### src/rtl/mips_ctrl_pkg.sv
// Shared encodings for the multicycle MIPS control unit: FSM states, opcodes,
// ALU operation codes and the instruction classifier used by decoder and sequencer.
package mips_ctrl_pkg;

    typedef enum logic [2:0] {
        ST_FETCH  = 3'd0,
        ST_DECODE = 3'd1,
        ST_EXEC   = 3'd2,
        ST_MEM    = 3'd3,
        ST_WB     = 3'd4,
        ST_HALT   = 3'd5
    } state_t;

    typedef enum logic [3:0] {
        CL_RTYPE = 4'd0,
        CL_JR    = 4'd1,
        CL_J     = 4'd2,
        CL_JAL   = 4'd3,
        CL_BEQ   = 4'd4,
        CL_ALUI  = 4'd5,
        CL_LW    = 4'd6,
        CL_SW    = 4'd7,
        CL_BAD   = 4'd8
    } instr_class_t;

    localparam logic [5:0] OP_RTYPE = 6'h00;
    localparam logic [5:0] OP_J     = 6'h02;
    localparam logic [5:0] OP_JAL   = 6'h03;
    localparam logic [5:0] OP_BEQ   = 6'h04;
    localparam logic [5:0] OP_ADDI  = 6'h08;
    localparam logic [5:0] OP_SLTI  = 6'h0A;
    localparam logic [5:0] OP_ANDI  = 6'h0C;
    localparam logic [5:0] OP_ORI   = 6'h0D;
    localparam logic [5:0] OP_LW    = 6'h23;
    localparam logic [5:0] OP_SW    = 6'h2B;

    localparam logic [5:0] FUNCT_JR = 6'h08;

    localparam logic [5:0] ALU_ADD  = 6'h20;
    localparam logic [5:0] ALU_SUB  = 6'h22;
    localparam logic [5:0] ALU_AND  = 6'h24;
    localparam logic [5:0] ALU_OR   = 6'h25;
    localparam logic [5:0] ALU_SLT  = 6'h2A;
    localparam logic [5:0] ALU_NONE = 6'h00;

    function automatic instr_class_t classify(input logic [5:0] op, input logic [5:0] funct);
        instr_class_t cls;
        case (op)
            OP_RTYPE: cls = (funct == FUNCT_JR) ? CL_JR : CL_RTYPE;
            OP_J:     cls = CL_J;
            OP_JAL:   cls = CL_JAL;
            OP_BEQ:   cls = CL_BEQ;
            OP_ADDI,
            OP_SLTI,
            OP_ANDI,
            OP_ORI:   cls = CL_ALUI;
            OP_LW:    cls = CL_LW;
            OP_SW:    cls = CL_SW;
            default:  cls = CL_BAD;
        endcase
        return cls;
    endfunction

    function automatic logic [5:0] alu_op_of(input logic [5:0] op, input logic [5:0] funct);
        logic [5:0] alu;
        case (op)
            OP_RTYPE: alu = funct;
            OP_LW,
            OP_SW,
            OP_ADDI:  alu = ALU_ADD;
            OP_BEQ:   alu = ALU_SUB;
            OP_ANDI:  alu = ALU_AND;
            OP_ORI:   alu = ALU_OR;
            OP_SLTI:  alu = ALU_SLT;
            default:  alu = ALU_NONE;
        endcase
        return alu;
    endfunction

endpackage

### src/rtl/control_decoder.sv
// Combinational map from (state, OpCode, Funct) to datapath controls.
// Retirement is split into an unconditional part and a part that waits on memory.
module control_decoder
    import mips_ctrl_pkg::*;
(
    input  logic [2:0] i_state,
    input  logic [5:0] i_opcode,
    input  logic [5:0] i_funct,
    output logic       o_reg_dst,
    output logic       o_branch,
    output logic       o_jump_reg,
    output logic       o_jump,
    output logic       o_jal,
    output logic       o_and,
    output logic       o_mem_read,
    output logic       o_mem_to_reg,
    output logic       o_mem_write,
    output logic       o_immediate,
    output logic       o_reg_write,
    output logic       o_ir_write,
    output logic [5:0] o_alu_op,
    output logic       o_retire_now,
    output logic       o_retire_on_ready,
    output logic       o_busy,
    output logic       o_illegal
);

    instr_class_t w_class;
    logic         w_uses_imm;

    assign w_class    = classify(i_opcode, i_funct);
    assign w_uses_imm = (w_class == CL_ALUI) || (w_class == CL_LW) || (w_class == CL_SW);

    // Per-state output decode; every control defaults low.
    always_comb begin
        o_reg_dst         = 1'b0;
        o_branch          = 1'b0;
        o_jump_reg        = 1'b0;
        o_jump            = 1'b0;
        o_jal             = 1'b0;
        o_and             = 1'b0;
        o_mem_read        = 1'b0;
        o_mem_to_reg      = 1'b0;
        o_mem_write       = 1'b0;
        o_immediate       = 1'b0;
        o_reg_write       = 1'b0;
        o_ir_write        = 1'b0;
        o_retire_now      = 1'b0;
        o_retire_on_ready = 1'b0;
        o_busy            = 1'b0;
        o_illegal         = 1'b0;
        o_alu_op          = alu_op_of(i_opcode, i_funct);
        case (i_state)
            ST_FETCH: begin
                o_ir_write = 1'b1;
            end
            ST_DECODE: begin
                o_busy = 1'b1;
            end
            ST_EXEC: begin
                o_busy      = 1'b1;
                o_immediate = w_uses_imm;
                o_reg_dst   = (w_class == CL_RTYPE);
                case (w_class)
                    CL_BEQ: begin
                        o_branch     = 1'b1;
                        o_and        = 1'b1;
                        o_retire_now = 1'b1;
                    end
                    CL_J: begin
                        o_jump       = 1'b1;
                        o_retire_now = 1'b1;
                    end
                    CL_JAL: begin
                        o_jump       = 1'b1;
                        o_jal        = 1'b1;
                        o_reg_write  = 1'b1;
                        o_retire_now = 1'b1;
                    end
                    CL_JR: begin
                        o_jump_reg   = 1'b1;
                        o_retire_now = 1'b1;
                    end
                    default: begin
                        o_retire_now = 1'b0;
                    end
                endcase
            end
            ST_MEM: begin
                o_busy            = 1'b1;
                o_immediate       = w_uses_imm;
                o_mem_read        = (w_class == CL_LW);
                o_mem_write       = (w_class == CL_SW);
                o_retire_on_ready = (w_class == CL_SW);
            end
            ST_WB: begin
                o_busy       = 1'b1;
                o_immediate  = w_uses_imm;
                o_reg_write  = 1'b1;
                o_reg_dst    = (w_class == CL_RTYPE);
                o_mem_to_reg = (w_class == CL_LW);
                o_retire_now = 1'b1;
            end
            ST_HALT: begin
                o_illegal = 1'b1;
            end
            default: begin
                o_busy = 1'b0;
            end
        endcase
    end

endmodule

### src/rtl/multicycle_control.sv
// Multicycle MIPS control sequencer: state register, next-state logic and the
// retired-instruction counter; output decode is delegated to control_decoder.
module multicycle_control
    import mips_ctrl_pkg::*;
#(
    parameter int COUNT_W = 32
) (
    input  logic               Clk,
    input  logic               Reset,
    input  logic [5:0]         OpCode,
    input  logic [5:0]         Funct,
    input  logic               MemReady,
    output logic               RegDst,
    output logic               Branch,
    output logic               JumpReg,
    output logic               Jump,
    output logic               Jal,
    output logic               And,
    output logic               MemRead,
    output logic               MemToReg,
    output logic               MemWrite,
    output logic               Immediate,
    output logic               RegWrite,
    output logic               IrWrite,
    output logic               PcWrite,
    output logic [5:0]         AluOP,
    output logic               Busy,
    output logic               Illegal,
    output logic [COUNT_W-1:0] InstrCount
);

    state_t             r_state;
    logic [COUNT_W-1:0] r_instr_count;
    instr_class_t       w_class;

    logic w_reg_write, w_mem_read, w_mem_write, w_ir_write;
    logic w_jump, w_jal, w_branch, w_jump_reg;
    logic w_retire_now, w_retire_on_ready, w_retire;

    assign w_class  = classify(OpCode, Funct);
    assign w_retire = w_retire_now || (w_retire_on_ready && MemReady);

    control_decoder u_decoder (
        .i_state           (r_state),
        .i_opcode          (OpCode),
        .i_funct           (Funct),
        .o_reg_dst         (RegDst),
        .o_branch          (w_branch),
        .o_jump_reg        (w_jump_reg),
        .o_jump            (w_jump),
        .o_jal             (w_jal),
        .o_and             (And),
        .o_mem_read        (w_mem_read),
        .o_mem_to_reg      (MemToReg),
        .o_mem_write       (w_mem_write),
        .o_immediate       (Immediate),
        .o_reg_write       (w_reg_write),
        .o_ir_write        (w_ir_write),
        .o_alu_op          (AluOP),
        .o_retire_now      (w_retire_now),
        .o_retire_on_ready (w_retire_on_ready),
        .o_busy            (Busy),
        .o_illegal         (Illegal)
    );

    // Reset is synchronous, so enables are masked while it is high to keep an
    // in-flight access or retire from escaping during the reset cycle.
    assign RegWrite   = w_reg_write && !Reset;
    assign MemRead    = w_mem_read  && !Reset;
    assign MemWrite   = w_mem_write && !Reset;
    assign IrWrite    = w_ir_write  && !Reset;
    assign PcWrite    = w_retire    && !Reset;
    assign Jump       = w_jump      && !Reset;
    assign Jal        = w_jal       && !Reset;
    assign Branch     = w_branch    && !Reset;
    assign JumpReg    = w_jump_reg  && !Reset;
    assign InstrCount = r_instr_count;

    // State sequencing and retire counting; the counter wraps silently.
    always_ff @(posedge Clk) begin
        if (Reset) begin
            r_state       <= ST_FETCH;
            r_instr_count <= {COUNT_W{1'b0}};
        end else begin
            if (w_retire) begin
                r_instr_count <= r_instr_count + {{(COUNT_W-1){1'b0}}, 1'b1};
            end
            case (r_state)
                ST_FETCH:  r_state <= ST_DECODE;
                ST_DECODE: r_state <= (w_class == CL_BAD) ? ST_HALT : ST_EXEC;
                ST_EXEC: begin
                    case (w_class)
                        CL_LW, CL_SW:      r_state <= ST_MEM;
                        CL_RTYPE, CL_ALUI: r_state <= ST_WB;
                        default:           r_state <= ST_FETCH;
                    endcase
                end
                ST_MEM: begin
                    if (MemReady) begin
                        r_state <= (w_class == CL_LW) ? ST_WB : ST_FETCH;
                    end
                end
                ST_WB:   r_state <= ST_FETCH;
                ST_HALT: r_state <= ST_HALT;
                default: r_state <= ST_FETCH;
            endcase
        end
    end

endmodule

### config.mk
export PLATFORM = sky130hd
export DESIGN_NAME = multicycle_control
export DESIGN_NICKNAME = d
export VERILOG_FILES = /design/src/rtl/mips_ctrl_pkg.sv /design/src/rtl/control_decoder.sv /design/src/rtl/multicycle_control.sv
export SDC_FILE = /design/constraint.sdc
export NUM_CORES = 1
export LEC_CHECK = 0
export BUFFER_PORTS_ARGS = -buffer_cell sky130_fd_sc_hd__buf_4
export CELL_PAD_IN_SITES_DETAIL_PLACEMENT = 0
export CELL_PAD_IN_SITES_GLOBAL_PLACEMENT = 2
export CORE_MARGIN = 2
export CORE_UTILIZATION = 28
export CTS_CLUSTER_DIAMETER = 120
export DETAILED_ROUTE_END_ITERATION = 10
export GPL_ROUTABILITY_DRIVEN = 0
export PLACE_DENSITY = 0.81
export SYNTH_ARGS = -nofsm -noshare
export SYNTH_HDL_FRONTEND = slang
export SYNTH_SLANG_ARGS = --single-unit
### constraint.sdc
create_clock -name Clk -period 2.95 [get_ports Clk]
set_clock_uncertainty 0.15 [all_clocks]
set_input_delay 0.1475 -clock Clk [delete_from_list [all_inputs] [get_ports Clk]]
set_output_delay 0.1475 -clock Clk [all_outputs]
set_load 0.05 [all_outputs]
==> tab_implementation.tex <==
\begin{tabular}{lr}
\hline
Metric & Value \\
\hline
\multicolumn{2}{l}{\textbf{STA}} \\
\quad Pin slew with the least headroom to its limit & just under 0.6 ns \\
\quad Share of the cycle needed by the critical path after routing & 0.864 \\
\quad Maximum achievable frequency & 392 MHz \\
\quad \# setup viols final & 0 \\
\quad Final worst setup slack & 0.402 ns \\
\quad Clock period minus worst slack & 2.55 ns \\
\quad Count of final hold-check violations & 0 \\
\quad Rel. slew slack & 0.612 \\
\quad Max-slew violations & 0 \\
\quad Unrepaired setup endpoints after global routing & no \\
\multicolumn{2}{l}{\textbf{Hold path}} \\
\quad Classification of the worst-slack hold path & input port to flop \\
\multicolumn{2}{l}{\textbf{Yosys}} \\
\quad Cell types occupying the most area after synthesis & sky130\_fd\_sc\_hd\_\_dfxtp\_1, sky130\_fd\_sc\_hd\_\_a21oi\_1, sky130\_fd\_sc\_hd\_\_or3\_1 \\
\quad Post-synthesis instance area & roughly 0.0023 mm\^{}2 \\
\quad Post-synthesis simple-gate area fraction & 0.319 \\
\quad Adder-cell share of the synthesized area & 0.00554 \\
\quad Share of the synthesized netlist area taken by xor and xnor gates & 0.0310 \\
\quad Complex-gate fraction of the synthesized area & 0.256 \\
\quad Number of library cell types mapped by synthesis & 51 \\
\quad Asr flop ratio synth & 0 \\
\quad Post-synth EDFFs & 0 \\
\quad Number of warnings issued by yosys & 0 \\
\quad Dominant cell type by area after synthesis & sky130\_fd\_sc\_hd\_\_dfxtp\_1 \\
\quad Fraction of synthesized area in multiplexers & 0.00886 \\
\quad Syn Nets & roughly 310 \\
\quad Total of flip-flops plus latches after synthesis & 35 \\
\quad Area share of the largest cell type after synthesis & 0.310 \\
\quad Average size of a mapped cell & approximately 7.7 um\^{}2 \\
\quad Top\_reg\_cell synth & sky130\_fd\_sc\_hd\_\_dfxtp\_1 \\
\quad Portion of the post-synthesis area used by sequential elements & 0.310 \\
\quad Combinational family with the most area after synthesis & simple AND/OR/NAND/NOR gates \\
\quad Cell count after synthesis & 295 \\
\multicolumn{2}{l}{\textbf{Final layout}} \\
\quad Final core utilization & 0.379 \\
\quad Area of combinational cells with multiple inputs & 0.00141 mm\^{}2 \\
\quad Leading cell types in the layout, fill and taps excluded & sky130\_fd\_sc\_hd\_\_buf\_4, sky130\_fd\_sc\_hd\_\_a21oi\_1, sky130\_fd\_sc\_hd\_\_dfxtp\_1 \\
\quad Combined flip-flop and latch cell area & 701 um\^{}2 \\
\quad Final-stage net count & about 380 \\
\quad Area delta synth->final & 30.4\% \\
\quad Ratio of cells with drive above 1 in the final layout & 0.258 \\
\quad Diode count & 0 \\
\quad Layout fillers & 835 \\
\quad Most common library cell in the layout ignoring fill and taps & sky130\_fd\_sc\_hd\_\_buf\_4 \\
\multicolumn{2}{l}{\textbf{Floorplanning}} \\
\quad Die height & 93.8 um \\
\quad Top-Level Pins & 68 \\
\quad Core area & 0.00777 mm\^{}2 \\
\quad Row Count & 32 \\
\quad Die ar. & slightly below 0.009 mm\^{}2 \\
\quad Initial cell density of the core & 0.291 \\
\quad Die boundary width & 93.8 um \\
\multicolumn{2}{l}{\textbf{CTS}} \\
\quad Post-CTS Hold Fix Bufs & 0 \\
\quad Maximum buffer depth of the clock tree & 2 \\
\quad Clock tree root driver cell & sky130\_fd\_sc\_hd\_\_clkbuf\_8 \\
\quad Clock transition at the registers of the reported paths & 0.07 ns \\
\quad Clock tree from TritonCTS & built \\
\quad Clock Sink Count & 35 \\
\quad H-tree depth reported by CTS & 2 \\
\quad Later-pin clock latency in the skew report & about 0.28 ns \\
\quad Num CTS Buffers & 5 \\
\quad Number of buffers added for setup after CTS & 0 \\
\quad \# resized after CTS & 0 \\
\multicolumn{2}{l}{\textbf{Global route}} \\
\quad Maximum number of pins on one net before global-route repair & 43 \\
\quad Vias in the first global route & $\sim$2100 \\
\quad Wire length of the first global-routing pass & about 10 mm \\
\quad Overall global routing resource usage & 0.143 \\
\quad Number of antenna violations at the first check in global routing & 0 \\
\quad Overall overflow remaining after global route & 0 \\
\multicolumn{2}{l}{\textbf{Setup path}} \\
\quad Arrival time reported for the critical path endpoint & 2.61 ns \\
\quad Slowest-stage cell, CP & sky130\_fd\_sc\_hd\_\_dfxtp\_1 \\
\quad Crit path top cell by count & sky130\_fd\_sc\_hd\_\_nand4\_1 \\
\quad Startpoint Class & flop \\
\quad Crit path required time & 3.01 ns \\
\quad Worst setup path category & flop to flop \\
\quad Top delay family on crit path & simple AND/OR/NAND/NOR gates \\
\quad Critical Path Fanout Max & 6 \\
\quad Series of cell instances along the critical path & nand4\_1, or3\_1, nor3\_1, and3\_1, nand4\_1, or4\_1, a21oi\_1 \\
\quad Critical Path Sink Type & flop \\
\quad Worst path max stage delay & 0.42 ns \\
\quad Count of buffer and inverter cells on the critical path & 0 \\
\multicolumn{2}{l}{\textbf{Placement}} \\
\quad \# port buffers & 67 \\
\quad Worst slack, placed & 0.312 ns \\
\quad Detailed Place HPWL & 4.60 mm \\
\multicolumn{2}{l}{\textbf{Drt}} \\
\quad Post-detailed-routing wire length & $\sim$6.2 mm \\
\quad Initial DRT Pass Iterations & 4 \\
\quad Drt first-iter violations & 68 \\
\quad Per-cell routed wire length & about 14 um \\
\quad Routed vias/inst & 5.10 \\
\quad ANT nets after route & 0 \\
\quad Number of vias after detailed routing & 2358 \\
\quad DRC errors left & 0 \\
\multicolumn{2}{l}{\textbf{Run}} \\
\quad Max-cap viol count & 0 \\
\multicolumn{2}{l}{\textbf{Pwr}} \\
\quad Power Dens Cells & 342 mW/mm\^{}2 \\
\quad VDD IR max & 0.127 mV \\
\quad Static Leak & $\sim$0.0011 uW \\
\multicolumn{2}{l}{\textbf{Outcome}} \\
\quad Result of the run & finished clean \\
\hline
\end{tabular}
final cells by class:
cell class | instances | share of cell area
clock inverter | 1 | 0.00170
sequential | 35 | 0.238
inverter | 16 | 0.0204
multi-input combinational | 225 | 0.477
tap | 102 | 0.0433
clock buffer | 7 | 0.0259
timing repair buffer | 76 | 0.194
through the flow:
step / std cells / total power, uW / hold slack, ns / cell area, um^2 / setup TNS (ns)
after floorplan: 295 / 630 / 0.166 / 2260 / -0.309
after global placement: 454 / 694 / 0.332 / 2870 / 0
after detailed placement: 454 / 693 / 0.335 / 2870 / 0
after CTS: 462 / 1030 / 0.0821 / 2950 / 0
after global routing: 462 / 1060 / 0.102 / 2950 / 0
final: 462 / 1010 / 0.0925 / 2950 / 0
registers in the layout, summed over array words and instances, names as in the netlist:
signal / count
r_state: 3
InstrCount: 32
cell families (layout without fill, tap and decap cells):
group,count (synthesis),after routing
AO/OA/AOI/OAI,90,90
AND/OR/NAND/NOR,124,124
adder cells (fa/ha/maj),1,1
multiplexers,2,2
XOR/XNOR,8,8
flip-flops,35,35
buffers and inverters,35,100
routing by layer:
layer,track usage,up-vias,wire length (um)
met1,0.194,1077,3100
met2,0.226,58,2780
li1,-,1219,-
met3,0.0361,4,305
met5,0,-,0
met4,0.0386,0,59
path summary, 6_finish.rpt:
kind	from	endpoint	slack, ns	cells past startpoint
worst max-delay path	InstrCount[18]	InstrCount[31]	0.40	7
worst min-delay path	MemReady	r_state[1]	0.09	4
worst max register to register	InstrCount[18]	InstrCount[31]	0.40	7
worst min register to register	InstrCount[24]	InstrCount[24]	0.35	2
tightest hold or removal path: stages:
cell	delay [ns]
sky130_fd_sc_hd__buf_4	0.09
sky130_fd_sc_hd__o21ai_0	0.07
sky130_fd_sc_hd__a21oi_1	0.12
sky130_fd_sc_hd__nor2_1	0.05
where the power goes:
group | switching [uW] | leakage (uW) | internal (uW) | total (uW)
Sequential | 7.08 | 0.000283 | 479 | 486
Combinational | 128 | 0.000767 | 66.7 | 195
Clock | 161 | 0.0000422 | 166 | 327
Yosys cell counts (2+ instances only):
| cell type | n |
|---|---|
| sky130_fd_sc_hd__nor3_1 | 5 |
| sky130_fd_sc_hd__nor2_1 | 25 |
| sky130_fd_sc_hd__or2_2 | 2 |
| sky130_fd_sc_hd__clkbuf_1 | 8 |
| sky130_fd_sc_hd__mux2i_1 | 2 |
| sky130_fd_sc_hd__or3_1 | 17 |
| sky130_fd_sc_hd__nand4_1 | 7 |
| sky130_fd_sc_hd__o21ai_0 | 21 |
| sky130_fd_sc_hd__or4_1 | 10 |
| sky130_fd_sc_hd__o31ai_1 | 9 |
| sky130_fd_sc_hd__buf_2 | 7 |
| sky130_fd_sc_hd__nand3_1 | 11 |
| sky130_fd_sc_hd__xnor2_1 | 3 |
| sky130_fd_sc_hd__buf_6 | 2 |
| sky130_fd_sc_hd__a21o_1 | 2 |
| sky130_fd_sc_hd__nand2_1 | 18 |
| sky130_fd_sc_hd__nand4bb_1 | 2 |
| sky130_fd_sc_hd__nor4_4 | 2 |
| sky130_fd_sc_hd__buf_1 | 2 |
| sky130_fd_sc_hd__o2111ai_1 | 2 |
| sky130_fd_sc_hd__dfxtp_1 | 35 |
| sky130_fd_sc_hd__and2_1 | 3 |
| sky130_fd_sc_hd__nand2b_1 | 4 |
| sky130_fd_sc_hd__and4_1 | 3 |
| sky130_fd_sc_hd__a2111oi_0 | 2 |
| sky130_fd_sc_hd__inv_1 | 16 |
| sky130_fd_sc_hd__nor4_1 | 2 |
| sky130_fd_sc_hd__and3_1 | 7 |
| sky130_fd_sc_hd__a211oi_1 | 2 |
| sky130_fd_sc_hd__o22ai_1 | 3 |
| sky130_fd_sc_hd__xor2_1 | 5 |
| sky130_fd_sc_hd__a21oi_1 | 37 |
Note: power is estimated with default switching activity, not from simulation.
